File: src/rtl/ledgame_pkg.sv
// Shared types and helpers for the LED game front end.
package ledgame_pkg;

  localparam int unsigned STATE_W = 2;

  // Debounce state encoding
  typedef enum logic [STATE_W-1:0] {
    S_LOW  = 2'd0,
    S_RISE = 2'd1,
    S_HIGH = 2'd2,
    S_FALL = 2'd3
  } db_state_e;

  // Debounced level implied by a state: high while pressed or confirming a release
  function automatic logic state_level(input db_state_e s);
    return (s == S_HIGH) || (s == S_FALL);
  endfunction

endpackage

File: src/rtl/sync_ff.sv
// Generic multi-flop synchroniser for asynchronous single-bit inputs.
module sync_ff #(
  parameter int unsigned STAGES = 2
) (
  input  logic clk,
  input  logic rst,
  input  logic d,
  output logic q
);

  logic [STAGES-1:0] sync_q;
  logic [STAGES-1:0] sync_d;

  // Shift the raw input one stage deeper each cycle
  always_comb begin
    sync_d = {sync_q[STAGES-2:0], d};
  end

  // Synchroniser flops, cleared by reset
  always_ff @(posedge clk or posedge rst) begin
    if (rst) begin
      sync_q <= '0;
    end else begin
      sync_q <= sync_d;
    end
  end

  assign q = sync_q[STAGES-1];

endmodule

File: src/rtl/button_debounce.sv
// Push-button debouncer: synchronises btn_in, accepts a level change only after
// DEBOUNCE_CYCLES stable cycles, and emits one-cycle press/release pulses.
module button_debounce
  import ledgame_pkg::*;
#(
  parameter int unsigned SYNC_STAGES     = 2,
  parameter int unsigned DEBOUNCE_CYCLES = 500000,
  parameter int unsigned CNT_WIDTH       = 20
) (
  input  logic clk,
  input  logic rst,
  input  logic btn_in,
  output logic level,
  output logic toggle,
  output logic release_pulse
);

  localparam logic [CNT_WIDTH-1:0] CNT_LIMIT = CNT_WIDTH'(DEBOUNCE_CYCLES);
  localparam logic [CNT_WIDTH-1:0] CNT_ONE   = CNT_WIDTH'(1);

  logic                 btn_s;
  db_state_e            state_q, state_d;
  logic [CNT_WIDTH-1:0] cnt_q, cnt_d;
  logic                 level_q, level_d;
  logic                 toggle_q, toggle_d;
  logic                 release_q, release_d;

  sync_ff #(
    .STAGES(SYNC_STAGES)
  ) u_sync (
    .clk(clk),
    .rst(rst),
    .d  (btn_in),
    .q  (btn_s)
  );

  // Next state, stability counter and pulse generation.
  // The count check takes priority so that DEBOUNCE_CYCLES stable cycles
  // (counting the entry cycle) are enough to accept a change.
  always_comb begin
    state_d   = state_q;
    cnt_d     = cnt_q;
    toggle_d  = 1'b0;
    release_d = 1'b0;

    unique case (state_q)
      S_LOW: begin
        if (btn_s) begin
          state_d = S_RISE;
          cnt_d   = CNT_ONE;
        end else begin
          cnt_d   = '0;
        end
      end
      S_RISE: begin
        if (cnt_q == CNT_LIMIT) begin
          state_d  = S_HIGH;
          cnt_d    = '0;
          toggle_d = 1'b1;
        end else if (!btn_s) begin
          state_d = S_LOW;
          cnt_d   = '0;
        end else begin
          cnt_d   = cnt_q + CNT_ONE;
        end
      end
      S_HIGH: begin
        if (!btn_s) begin
          state_d = S_FALL;
          cnt_d   = CNT_ONE;
        end else begin
          cnt_d   = '0;
        end
      end
      S_FALL: begin
        if (cnt_q == CNT_LIMIT) begin
          state_d   = S_LOW;
          cnt_d     = '0;
          release_d = 1'b1;
        end else if (btn_s) begin
          state_d = S_HIGH;
          cnt_d   = '0;
        end else begin
          cnt_d   = cnt_q + CNT_ONE;
        end
      end
      default: begin
        state_d = S_LOW;
        cnt_d   = '0;
      end
    endcase

    level_d = state_level(state_d);
  end

  // State, counter and registered outputs
  always_ff @(posedge clk or posedge rst) begin
    if (rst) begin
      state_q   <= S_LOW;
      cnt_q     <= '0;
      level_q   <= 1'b0;
      toggle_q  <= 1'b0;
      release_q <= 1'b0;
    end else begin
      state_q   <= state_d;
      cnt_q     <= cnt_d;
      level_q   <= level_d;
      toggle_q  <= toggle_d;
      release_q <= release_d;
    end
  end

  assign level         = level_q;
  assign toggle        = toggle_q;
  assign release_pulse = release_q;

endmodule
File: config.mk
export PLATFORM = sky130hd
export DESIGN_NAME = button_debounce
export DESIGN_NICKNAME = d
export VERILOG_FILES = /design/src/rtl/ledgame_pkg.sv /design/src/rtl/sync_ff.sv /design/src/rtl/button_debounce.sv
export SDC_FILE = /design/constraint.sdc
export NUM_CORES = 1
export LEC_CHECK = 0
export CAP_MARGIN = 10
export CORE_MARGIN = 3
export CORE_UTILIZATION = 52
export DETAILED_ROUTE_END_ITERATION = 8
export PLACE_DENSITY = 0.73
export SLEW_MARGIN = 10
export SYNTH_ARGS = -nofsm -noshare
export SYNTH_HDL_FRONTEND = slang
export SYNTH_HIERARCHICAL = 1
export SYNTH_SLANG_ARGS = --single-unit
File: constraint.sdc
create_clock -name clk -period 1.88 [get_ports clk]
set_clock_uncertainty 0.15 [all_clocks]
set_input_delay 0.188 -clock clk [delete_from_list [all_inputs] [get_ports clk]]
set_output_delay 0.188 -clock clk [all_outputs]
set_load 0.02 [all_outputs]
==> impl_metrics.json, run 1 <==
{
  "run_status": "finished clean",
  "first_pass_iters": 4,
  "grt_pass1_wl_um": 4280,
  "swShare_pct": 21.1,
  "hold_viol_final": 0,
  "placed_cell_area_um2": 1420,
  "clkPwrFrac_pct": 30.3,
  "synth_cell_types": 27,
  "cts_tree": "done",
  "synth_top_family_by_area": "simple AND/OR/NAND/NOR gates",
  "leakage_uw": 0.000640,
  "yosys_warnings": 6,
  "cap_violations": 0,
  "min_path_cells": 1,
  "track_usage_pct": 17.3,
  "cts_buffers": 3,
  "fin_tns_setup_ns": 0,
  "critPathMaxFanout": 5,
  "setup_violations": 0,
  "overflow": 0,
  "rsz0062_at_grt": "true",
  "viasPerCell": 5.68,
  "rrSetupSlack_ns": 0.03,
  "synthCells": 125,
  "synth_flop_cell": "dfrtp_1",
  "layout_commonest_cell": "dfrtp_1",
  "finalPower_uw": 898,
  "cpMaxStageDelayCell": "dfrtp_2",
  "cts.sinks": 26,
  "synth_area_leaders": "dfrtp_1 51%, xnor2_1 9.0%, nor2_1 6.2%, nor4_1 3.5%, nand3_1 2.8%",
  "final_cell_area_um2": 1570,
  "via_count": 1023,
  "synth_top_area_share_pct": 51.5,
  "detail-route-antenna-nets": 0,
  "clk_pin_slew_ns": 0.13,
  "report.final.slew_viol_count": 0,
  "routed_wl_um": 2680,
  "whs_ns": 0.145,
  "cts-htree-levels": 1,
  "seqPwrFrac_pct": 63.7,
  "pre_cts_ws_ns": 0.000941,
  "muxShareOfSynthArea_pct": 0,
  "ys_seq_area_share_pct": 51.5,
  "insertedDiodeCount": 0,
  "start_kind": "register",
  "ys_async_sr_fraction_pct": 100,
  "grt_antenna_before_repair": 0,
  "tightestPinTransition_ns": 0.338,
  "final_cell_mix": "22 x dfrtp_1, 21 x nor2_1, 19 x buf_4, 13 x xnor2_1, 8 x inv_1",
  "portBuffers": 5,
  "crit_family": "simple AND/OR/NAND/NOR gates",
  "coreArea_um2": 2250,
  "min_from": "btn_in",
  "drc_errors": 0,
  "yosys_register_bits": 26,
  "insertion_delay_ns": 0.32,
  "synth_top_cell_by_area": "dfrtp_1",
  "nNetsFinal": 158,
  "hold_class": "input port to register",
  "relSlewSlack_pct": 77.3,
  "fillers": 166,
  "grt_max_degree": 25,
  "synth_nets": 130,
  "power_density_nw_per_um2": 571,
  "synth-simple-area-share_pct": 26.6,
  "max_freq_ghz": 0.541,
  "r2r_start": "cnt_q[0]",
  "finalCritPeriodShare_pct": 98.3,
  "path_buf_inv": 1,
  "start_util_pct": 56.0,
  "drive_above_1_share_pct": 25.0,
  "area_delta_synth_final_pct": 24.6,
  "synth_compound_area_share_pct": 3.66,
  "wl_per_cell_um": 14.9,
  "grt_pass1_vias": 940,
  "row_count": 17,
  "syn_avg_cell_area_um2": 10.1,
  "drt-initial-drc-count": 36,
  "ir_drop_mv": 0.477,
  "yosys.area_share.xor_xnor_pct": 11.8,
  "share_comb_of_total_power_pct": 6.0,
  "switchingPower_uw": 189,
  "crit_type": "register to register",
  "gp_congestion": 0.796,
  "setup_slack_ns": 0.0314,
  "r2r_cells": 6,
  "dp_hpwl_um": 1710,
  "finalCriticalPeriod_ns": 1.85,
  "p_int_uw": 709,
  "synthAdderAreaFrac_pct": 1.98,
  "timing.rr.end": "toggle",
  "ctsRootBufferMaster": "clkbuf_4",
  "ios": 6,
  "critical_path.max_stage_delay_ns": 0.47,
  "critPathArrivalTime_ns": 1.94,
  "dieHeight_um": 55.3,
  "required_ns": 1.97,
  "clock_path_buffers": 2,
  "path_cells": "inv_1 -> ha_1 -> nand4bb_1 -> nor4_2 -> and4_1 -> nor2b_1",
  "cp-end-kind": "register",
  "fp.dieW_um": 55.3,
  "synthesis.area_um2": 1260,
  "dieArea_um2": 3060,
  "min_to": "u_sync/sync_q[0]",
  "synth_edf_count": 0
}
[flip-flops by register name, summed over array words and instances (netlist names)]
signal and cells:
level 1, u_sync/sync_q 2, cnt_q 20, toggle 1, state_q 1, release_pulse 1
[cells by family (layout without fill, tap and decap cells)]
kind of cell             Yosys count  in the layout
AND/OR/NAND/NOR                   61             61
flip-flops                        26             26
XOR/XNOR                          17             17
buffers and inverters             11             38
AO/OA/AOI/OAI                      8              8
adder cells (fa/ha/maj)            2              2
[worst register-to-register path, cell delays in order, from the launching register on]
cell and delay [ns]:
dfrtp_2 0.47, inv_1 0.08, ha_1 0.18, nand4bb_1 0.13
nor4_2 0.22, and4_1 0.33, nor2b_1 0.21
[worst max path at each step]
stage	startpoint	to	depth (start not counted)
floorplan	cnt_q[0]	cnt_q[18]	5
global placement	cnt_q[7]	cnt_q[17]	4
detailed placement	cnt_q[0]	toggle	6
CTS	cnt_q[11]	cnt_q[19]	4
global route	cnt_q[12]	cnt_q[19]	4
finish	cnt_q[0]	toggle	6
[routing by layer]
metal	routed length, um	vias to the layer above	GRT usage (%)	share of wire [%]
met2	1300	39	27.7	48
met4	122	0	7.64	4.5
li1	-	478	-	-
met5	0	-	0	0
met3	126	14	2.34	4.7
met1	1140	492	23.4	42
[per-stage QoR]
step,instances,utilization [%]
2_1_floorplan,125,-
3_3_place_gp,166,63.0
3_5_place_dp,166,63.0
4_1_cts,172,65.7
5_1_grt,180,69.8
6_report,180,69.8
[cells in the mapped netlist, types with 2 or more instances]
library cell / number
dfrtp_1: 26
nor3_1: 4
nand4_1: 4
nand2_1: 5
nand3_1: 7
inv_1: 8
xnor2_1: 13
ha_1: 2
nor2_1: 21
xor2_1: 4
nor4_1: 7
o21ai_0: 3
or3_1: 3
nand2b_1: 2
a21oi_1: 3
buf_6: 2
[final cells by class]
class                   count  area [um^2]  area share, %
flip-flops and latches     26          656           41.7
multi-input cells          88          594           37.8
clock buffers               4         36.3           2.31
repair buffers             26          223           14.1
well taps                  28         35.0           2.23
inverters                   8         30.0           1.91
[repair_timing]
item                                    in CTS  in global routing
resized for setup                            2                 10
endpoints found under the setup margin       2                  6
setup buffers                                1                  8
hold buffers                                 1                  0
pin swaps                                    0                  5
hold endpoints to repair                     2                  0
[power groups by stage]
stage | sequential, uW | clock (uW) | combinational (uW)
after floorplan | 580 | 0 | 27.4
after global placement | 581 | 0 | 45.9
after detailed placement | 581 | 0 | 47.1
after CTS | 571 | 285 | 49.1
after global routing | 573 | 311 | 60.0
final | 572 | 272 | 53.7
Note: power is estimated with default switching activity, not from simulation.
==> run 2, diff against run 1 <==
--- a/config.mk
+++ b/config.mk
@@ -6,11 +6,11 @@
 export NUM_CORES = 1
 export LEC_CHECK = 0
 export CAP_MARGIN = 10
-export CORE_MARGIN = 3
+export CORE_MARGIN = 2
 export CORE_UTILIZATION = 52
 export DETAILED_ROUTE_END_ITERATION = 8
 export PLACE_DENSITY = 0.73
-export SLEW_MARGIN = 10
+export SLEW_MARGIN = 20
 export SYNTH_ARGS = -nofsm -noshare
 export SYNTH_HDL_FRONTEND = slang
 export SYNTH_HIERARCHICAL = 1
==> constraint.sdc (replaced) <==
create_clock -name clk -period 1.88 [get_ports clk]
set_clock_uncertainty 0.15 [all_clocks]
set_input_delay 0.282 -clock clk [delete_from_list [all_inputs] [get_ports clk]]
set_output_delay 0.282 -clock clk [all_outputs]
set_load 0.02 [all_outputs]
==> run 2 against run 1 <==
  * Cell count down 0.56%
  * First-iteration DRC count shrank 25%
  * Sequential power hardly changed
  * Highest routed layer unchanged
  * Largest power group unchanged
  * Sequential share of layout area grew 0.44 points
  * Routed wire length fell by 5.3%
  * Flip-flop and latch count unchanged
  * Count of clock-buffer cells in the layout down 1
  * Clock power rose by 38%
==> impl_metrics.json, run 2 (synthesis results as in run 1) <==
{
  "start_kind": "register",
  "fin_util_pct": 69.1,
  "cp-end-kind": "register",
  "coreArea_um2": 2250,
  "area_delta_synth_final_pct": 23.3,
  "viasPerCell": 5.54,
  "setup_violations": 0,
  "row_count": 17,
  "clk_pin_slew_ns": 0.13,
  "grt_pass1_vias": 919,
  "cts_buffers": 3,
  "power_density_nw_per_um2": 639,
  "drive_above_1_share_pct": 23.2,
  "relSlewSlack_pct": 73.3,
  "final_cell_mix": "22 x dfrtp_1, 21 x nor2_1, 18 x buf_4, 13 x xnor2_1, 8 x inv_1",
  "final_cell_area_um2": 1560,
  "dieArea_um2": 2840,
  "via_count": 991,
  "critPathMaxFanout": 3,
  "finalCriticalPeriod_ns": 1.82,
  "max_freq_ghz": 0.548,
  "largest_register_ffs": 20,
  "wl_per_cell_um": 14.2,
  "insertion_delay_ns": 0.32,
  "tightestPinTransition_ns": 0.396,
  "critPathLaunch": "cnt_q[0]",
  "start_util_pct": 56.0,
  "final_cell_count_no_fill": 179,
  "insertedDiodeCount": 0,
  "grt_antenna_before_repair": 0,
  "placed_cells": 170,
  "whs_ns": 0.216,
  "r2r_start": "cnt_q[0]",
  "nNetsFinal": 157,
  "grt_max_degree": 25,
  "critPathArrivalTime_ns": 1.93,
  "report.final.slew_viol_count": 0,
  "first_pass_iters": 4,
  "fp.dieW_um": 53.3,
  "cts-htree-levels": 1,
  "cap_violations": 0,
  "hold_viol_final": 0,
  "largestRegisters": "cnt_q x20, u_sync/sync_q x2",
  "track_usage_pct": 20.0,
  "detail-route-antenna-nets": 0,
  "portBuffers": 5,
  "leakage_uw": 0.000653,
  "run_status": "finished clean",
  "crit_type": "register to register",
  "drt-initial-drc-count": 27,
  "drc_errors": 0,
  "hold_class": "register to register",
  "cts.sinks": 26,
  "grt_pass1_wl_um": 4110,
  "min_from": "u_sync/sync_q[0]",
  "cts_tree": "done",
  "routed_wl_um": 2540,
  "ctsRootBufferMaster": "clkbuf_4",
  "gp_congestion": 0.885,
  "ios": 6,
  "rsz0062_at_grt": "true",
  "clock_path_buffers": 2,
  "ir_drop_mv": 0.528,
  "dieHeight_um": 53.3,
  "regMostFlops": "cnt_q",
  "placed_cell_area_um2": 1440,
  "overflow": 0,
  "layout_commonest_cell": "dfrtp_1",
  "dp_hpwl_um": 1860,
  "required_ns": 1.99,
  "finalPower_uw": 995,
  "finalCritPeriodShare_pct": 97.0
}
-- run 2: final cells by class --
cell class,instances,area [um^2]
fillers,194,697
flip-flops and latches,26,656
multi-input cells,88,576
repair buffers,25,209
well taps,28,35.0
clock inverters,1,30.0
inverters,8,30.0
clock buffers,3,22.5
-- run 2: through the flow --
step	setup TNS [ns]	setup WS, ns
finish	0	0.0563
global route	-0.138	-0.0347
CTS	0	0.0175
detailed placement	0	0.0428
global placement	0	0.0678
floorplan	-0.0168	-0.0168
-- run 2: power by group --
group	total, uW	internal, uW	switching [uW]
combinational	50.5	21.7	28.8
sequential	569	565	3.55
clock	375	216	160
-- run 2: layer usage --
| layer | wire (um) | up-vias | GRT usage (%) |
|---|---|---|---|
| met1 | 1150 | 487 | 27.5 |
| met5 | 0 | - | 0 |
| met3 | 91 | 2 | 2.54 |
| met2 | 1280 | 26 | 32.3 |
| li1 | - | 476 | - |
| met4 | 21 | 0 | 6.41 |
-- run 2: path summary, 6_finish.rpt --
kind	end	slack, ns	cells past startpoint
max in group asynchronous	cnt_q[8]	0.56	4
max	cnt_q[18]	0.06	5
min in group asynchronous	u_sync/sync_q[0]	0.56	3
max reg2reg	cnt_q[18]	0.06	5
min reg2reg	u_sync/sync_q[1]	0.22	0
min	u_sync/sync_q[1]	0.22	0
-- run 2: repair_timing --
| item | CTS | global route |
|---|---|---|
| buffers inserted | 0 | 4 |
| gates resized for setup | 0 | 10 |
| hold buffers | 1 | 0 |
| setup endpoints to repair | 0 | 25 |
| endpoints found under the hold margin | 2 | 0 |
-- run 2: critical path: stages (launching register included) --
cell and delay, ns:
dfrtp_1 0.38, ha_2 0.21, nand4_1 0.13, or4_1 0.44, or3_1 0.32, a21oi_1 0.14
==> run 3, diff against run 2 <==
--- a/config.mk
+++ b/config.mk
@@ -6,9 +6,11 @@
 export NUM_CORES = 1
 export LEC_CHECK = 0
 export CAP_MARGIN = 10
+export CORE_ASPECT_RATIO = 1.2
 export CORE_MARGIN = 2
 export CORE_UTILIZATION = 52
 export DETAILED_ROUTE_END_ITERATION = 8
+export HOLD_SLACK_MARGIN = 0.12
 export PLACE_DENSITY = 0.73
 export SLEW_MARGIN = 20
 export SYNTH_ARGS = -nofsm -noshare
==> run 3 against run 2 <==
  * Combinational power is 4% lower
  * Maximum frequency shrank 2.5%
  * Design area grew 2.9%
  * Hold slack improved by 0.0066 ns
  * Sequential share of layout area fell by 1.2 points
  * Total power rose by 1.6%
  * Worst setup slack lost 0.047 ns
  * Critical path type unchanged
  * Critical endpoint is now toggle
  * Largest cell class unchanged
  * Largest power group unchanged
==> impl_metrics.json, run 3 (synthesis results as in run 1) <==
{
  "run_status": "finished clean",
  "critPathArrivalTime_ns": 1.99,
  "cp-end-kind": "register",
  "cts_tree": "done",
  "cap_violations": 0,
  "rsz0062_at_grt": "true",
  "cts-htree-levels": 1,
  "first_pass_iters": 4,
  "min_from": "btn_in",
  "power_density_nw_per_um2": 630,
  "final_cell_mix": "22 x dfrtp_1, 22 x buf_4, 21 x nor2_1, 13 x xnor2_1, 8 x inv_1",
  "tightestPinTransition_ns": 0.430,
  "dp_hpwl_um": 1880,
  "dieHeight_um": 58,
  "fin_util_pct": 69.5,
  "grt_pass1_vias": 994,
  "routed_wl_um": 2900,
  "start_kind": "register",
  "area_delta_synth_final_pct": 26.8,
  "wl_per_cell_um": 15.7,
  "grt_pass1_wl_um": 4440,
  "final_cell_count_no_fill": 185,
  "r2r_start": "cnt_q[0]",
  "coreArea_um2": 2310,
  "ios": 6,
  "ctsRootBufferMaster": "clkbuf_4",
  "insertion_delay_ns": 0.33,
  "critPathLaunch": "cnt_q[0]",
  "row_count": 19,
  "regMostFlops": "cnt_q",
  "required_ns": 2.00,
  "fp.dieW_um": 49,
  "setup_violations": 0,
  "leakage_uw": 0.000672,
  "hold_viol_final": 0,
  "gp_congestion": 0.796,
  "via_count": 1000,
  "critPathMaxFanout": 5,
  "grt_max_degree": 25,
  "fillers": 182,
  "largestRegisters": "cnt_q x20, u_sync/sync_q x2",
  "drive_above_1_share_pct": 26.0,
  "grt_antenna_before_repair": 0,
  "track_usage_pct": 20.8,
  "cts_buffers": 3,
  "placed_cells": 171,
  "clock_path_buffers": 2,
  "report.final.slew_viol_count": 0,
  "drt-initial-drc-count": 13,
  "viasPerCell": 5.41,
  "dieArea_um2": 2840,
  "clk_pin_slew_ns": 0.14,
  "insertedDiodeCount": 0,
  "cts.sinks": 26,
  "ir_drop_mv": 0.545,
  "start_util_pct": 54.8,
  "relSlewSlack_pct": 71.1,
  "detail-route-antenna-nets": 0,
  "finalCritPeriodShare_pct": 99.5,
  "overflow": 0,
  "finalCriticalPeriod_ns": 1.87,
  "max_freq_ghz": 0.535,
  "crit_type": "register to register",
  "portBuffers": 5,
  "drc_errors": 0,
  "nNetsFinal": 160,
  "largest_register_ffs": 20,
  "hold_class": "input port to register"
}
==> run 3: path summary, 6_finish.rpt <==
kind | end | slack (ns) | depth (start not counted)
min | u_sync/sync_q[0] | 0.22 | 1
min reg2reg | u_sync/sync_q[1] | 0.24 | 0
max in group asynchronous | cnt_q[9] | 0.62 | 4
min in group asynchronous | u_sync/sync_q[1] | 0.51 | 3
max | toggle | 0.009 | 6
max reg2reg | toggle | 0.009 | 6
==> run 3: area by class of cell <==
cell class | count | area, um^2 | area share, %
clock inverter | 1 | 30.0 | 1.87
sequential | 26 | 656 | 40.9
tap | 31 | 38.8 | 2.42
clock buffer | 3 | 22.5 | 1.41
timing repair buffer | 28 | 228 | 14.2
multi-input combinational | 88 | 598 | 37.3
inverter | 8 | 30.0 | 1.87
==> run 3: what timing repair did <==
item	CTS	global route
gates cloned	0	0
endpoints found under the setup margin	2	25
resized for setup	4	8
hold buffers	1	0
buffers inserted	1	8
pin swaps	1	2
hold endpoints to repair	2	0
==> run 3: worst max-delay path, stage by stage, from the launching register on <==
cell and delay [ns]:
dfrtp_2 0.48, inv_1 0.07, ha_1 0.14, nand4bb_1 0.19, nor4_4 0.25, and4_2 0.33, nor2b_1 0.19
==> run 3: where the power goes <==
| group | leakage (uW) | internal [uW] | switching, uW |
|---|---|---|---|
| sequential | 0.000348 | 566 | 6.68 |
| combinational | 0.000296 | 20.8 | 27.9 |
| clock | 0.0000279 | 216 | 173 |
| total | 0.000672 | 802 | 208 |
==> run 3: per-layer routing <==
metal  part of all wire [%]  track usage [%]  routed length, um
met5                      0                0                  0
met4                    1.8             9.80                 53
met3                    1.0             2.84                 29
met1                     42             23.1               1210
met2                     55             39.1               1610
==> run 3: through the flow <==
stage / hold WS, ns / TNS, ns / instance area (um^2) / power (uW) / setup WS, ns
after CTS: 0.221 / 0 / 1510 / 1010 / 0.00217
after global routing: 0.208 / -0.181 / 1600 / 1040 / -0.0581
final: 0.223 / 0 / 1600 / 1010 / 0.00944
after floorplan: -0.127 / -0.0168 / 1270 / 607 / -0.0168
after global placement: 0.191 / 0 / 1430 / 623 / 0.0679
after detailed placement: 0.224 / 0 / 1430 / 625 / 0.00214
==> patch 1 (settings of run 3) <==
Set the parameter `CNT_WIDTH` to 28 (it was 20).
--- a/src/rtl/button_debounce.sv
+++ b/src/rtl/button_debounce.sv
@@ -6,5 +6,5 @@
   parameter int unsigned SYNC_STAGES     = 2,
   parameter int unsigned DEBOUNCE_CYCLES = 500000,
-  parameter int unsigned CNT_WIDTH       = 20
+  parameter int unsigned CNT_WIDTH       = 28
 ) (
   input  logic clk,
Check against the original RTL: no difference found for any inputs over 10 cycles, from zero or initial values and one cycle with rst high; that may be too few to reach the edited logic, so the function may still have changed.
==> patch 1 against run 3 <==
The run now ends with negative setup slack left; wire length grew 69%; sequential cell count grew 9; sequential power is 33% higher; power up 52%; utilization increased by 3.5 points; critical path depth up 1; global-route usage is 3.5 points higher; synthesized cell count is 42% higher; synthesized area rose by 42%; sequential share of layout area is 4.6 points lower; worst setup slack worse by 0.35 ns; design area increased by 51%; clock power grew 75%; largest power group unchanged.
==> patch 1: results (changes against run 3) <==
CTS
  • Clock latency on the worst-skew pair: 0.29 ns (-0.04 ns)
  • Clock buffer count from CTS: 5 (+2)
  • Post-CTS setup buffers: 3 (+2)
  • Post-cts repair resize count: 11 (+7)

Logic synthesis
  • Register area share after synthesis: 48.88% (-2.6 points)
  • Compound-Gate Fraction of Synth Area: 9.358% (+5.7 points)
  • Yosys cell types: 37 (+37%)
  • Synth top cells by count: dfrtp_1 (35), nor2_1 (18), a21oi_1 (12), xnor2_1 (12), nand4_1 (11)
  • Synth Instances: 177 (+42%)

Drt
  • WL final: 4895 um (+69%)
  • Via/cell ratio: 6.239 (+15%)

GRT
  • First-pass GRT wire length: 7134 um (+61%)
  • Largest net degree at the start of global routing: 34 (+36%)
  • Vias in the first global route: 1580 (+59%)

Status
  • Violations in the final reports: negative setup slack
  • Status: finished, violations left

Worst setup path
  • Worst Path Max Fanout: 7 (+2)
  • Worst path arrival time: 2.23 ns (+0.24 ns)
  • CP max-delay cell: or4b_4
  • FF-to-FF End: cnt_q[24]

Power
  • Worst VDD drop: 0.5426 mV (-0.38%)
  • Leak: 0.0009689 uW (+44%)

STA
  • Hold slack: 0.2092 ns (-0.01379 ns)
  • Total negative slack: -10.22 ns (-10.22 ns)
  • Final worst slack: -0.3361 ns (-0.3455 ns)
  • # setup viols final: 33 (+33)

Final layout
  • Fill count: 221 (+21%)
  • Largest regs: cnt_q (28), state_q (2), u_sync/sync_q (2)
  • # nets final: 231 (+44%)
[patch 1: cell types whose count changed in the layout (fill, tap and decap cells not counted), sizes merged, moves of 6 or more]
cell / run 3 / this run
a21oi: 3 / 13
buf: 22 / 40
dfrtp: 26 / 35
nand4: 5 / 12
or4: 2 / 8
[patch 1: where the power goes]
| group | switching [uW] | total, uW | internal, uW |
|---|---|---|---|
| logic | 51.9 | 91.3 | 39.4 |
| registers | 3.95 | 762 | 758 |
| clock network | 285 | 680 | 395 |
| total | 341 | 1530 | 1190 |
[patch 1: area by class of cell]
class                   count  area share (%)
clock buffers               5           2.847
clock inverters             3           1.812
inverters                   9           1.398
multi-input cells         128           39.13
flip-flops and latches     35           36.28
well taps                  37           1.915
repair buffers             47           16.61
[patch 1: per-layer routing]
metal | routed length (um) | GRT usage, % | share of wire (%)
met1 | 1908 | 26.73 | 39
met2 | 2662 | 43.18 | 54
met3 | 176 | 6.427 | 3.6
met4 | 148 | 11.92 | 3.0
met5 | 0 | 0 | 0
==> patch 2 (flow settings as in run 3) <==
Without the edit above. Remove the register `release_q`: a continuous assignment takes its place, so the output `release_pulse` follows one clock earlier.
--- a/src/rtl/button_debounce.sv
+++ b/src/rtl/button_debounce.sv
@@ -101,5 +101,4 @@
       level_q   <= 1'b0;
       toggle_q  <= 1'b0;
-      release_q <= 1'b0;
     end else begin
       state_q   <= state_d;
@@ -107,7 +106,8 @@
       level_q   <= level_d;
       toggle_q  <= toggle_d;
-      release_q <= release_d;
     end
   end
+
+  assign release_q = release_d;
 
   assign level         = level_q;
Function: no difference found for any inputs over 10 cycles, from zero or initial values and one cycle with rst high; that may be too few to reach the edited logic, so the function may still have changed.
==> patch 2 against run 3 <==
Wire length increased by 28%; global-route usage up 2.8 points; power is 14% lower; the run now ends with negative setup slack left; largest power group unchanged; critical path type is now flop to output pin; sequential cell count fell by 1; worst setup slack got worse by 0.37 ns; design area grew 9.6%; synthesized area is 2.0% lower; highest routed layer unchanged; critical endpoint is now release_pulse.
==> patch 2: results (changes against run 3) <==
Worst setup path
  • R2R Setup Slk: -0.18 ns (-0.19 ns)
  • Worst Path Max Fanout: 2 (-3)
  • FF-to-FF End: cnt_q[18]
  • Slowest stage delay, CP: 0.41 ns (-0.07 ns)
  • Worst path arrival time: 1.81 ns (-0.18 ns)
  • CP endpoint: release_pulse
  • Reg2reg path depth: 7 (+1)
  • CP max-delay cell: dfrtp_1
  • Crit. Startpoint: cnt_q[1]

Power
  • Comb pwr: 65.8 uW (+35%)
  • Leak: 0.0007411 uW (+10%)
  • Worst VDD drop: 0.4807 mV (-12%)
  • Sequential share of power: 62.7% (+6.1 points)
  • P_sw: 221.8 uW (+6.7%)

Logic synthesis
  • Mapped Nets: 129 (-0.77%)
  • Avg Cell Area, Syn: 9.989 um^2 (-1.2%)
  • Yosys warning count: 6 (unchanged)
  • Synth top area cells: dfrtp_1 (51%), xnor2_1 (9.2%), nor2_1 (6.4%)
  • Synth top cells by count: dfrtp_1 (25), nor2_1 (21), xnor2_1 (13)
  • FFs w/ async S/R, synth: 100.0% (unchanged)
  • Register area share after synthesis: 50.51% (-0.98 points)

Status
  • Status: finished, violations left
  • Violations in the final reports: negative setup slack

CTS
  • Post-cts repair resize count: 9 (+5)
  • H-tree level count: 1 (unchanged)
  • Post-CTS setup buffers: 8 (+7)

STA
  • Hold slack: 0.2329 ns (+0.009937 ns)
  • # setup viols final: 20 (+20)
  • Final worst slack: -0.3653 ns (-0.3747 ns)
  • Slew headroom: 77.18% (+6.1 points)

Drt
  • Wire length on met2: 2000 um (+25%)
  • Via count: 1148 (+15%)
  • DR WL/cell: 18.46 um (+18%)
  • Met3 Routed Length: 178 um (+510%)
  • WL met1: 1385 um (+14%)

Final layout
  • Multi-input gates: 91 (+3.4%)
  • Fill count: 160 (-12%)
  • Final cell count without fillers: 201 (+8.6%)
  • Non-clock buffer count: 42 (+50%)
  • Final clock-cell share: 1.709% (-1.6 points)
  • Multi-input gate share of total cell area: 39.03% (+1.7 points)
  • Fraction of cell area in non-clock buffers: 19.66% (+5.5 points)

Min path
  • Min-delay src: u_sync/sync_q[0]
  • Hold Crit Class: flop to flop
  • Worst hold stages: 0 (-1)
  • Hold path endpoint: u_sync/sync_q[1]

Placed design
  • Placer Congestion: 0.8044 (+1.0%)
  • Placed Instance Area: 0.001541 mm^2 (+8.1%)
  • Cells after DPL: 187 (+9.4%)
  • Setup WS pre-CTS: -0.5304 ns (-0.5326 ns)

GRT
  • First-pass GRT wire length: 5009 um (+13%)
  • Met1 GRT Util: 26.42% (+3.3 points)
  • Gr usage total: 23.58% (+2.8 points)
  • Met3 Track Usage GR: 2.094% (-0.74 points)
==> patch 2: through the flow <==
stage	total power (uW)	util [%]	setup TNS, ns
after detailed placement	608.1	67.54	-0.6085
after global placement	605.8	67.54	-0.4049
after CTS	863.8	72.64	-8.232
final	872.6	76.97	-1.285
after floorplan	585.2	-	-0.01676
after global routing	899.9	76.97	-3.754
==> patch 2: logic make-up (layout without fill, tap and decap cells) <==
| logic type | count (synthesis) | count (layout) | synth area share [%] |
|---|---|---|---|
| fa+ha+maj | 2 | 2 | 2.020 |
| xor+xnor | 17 | 17 | 12.02 |
| simple gates | 61 | 61 | 27.17 |
| flops | 25 | 25 | 50.51 |
| compound gates | 8 | 11 | 3.737 |
| buf+inv | 11 | 54 | 4.545 |
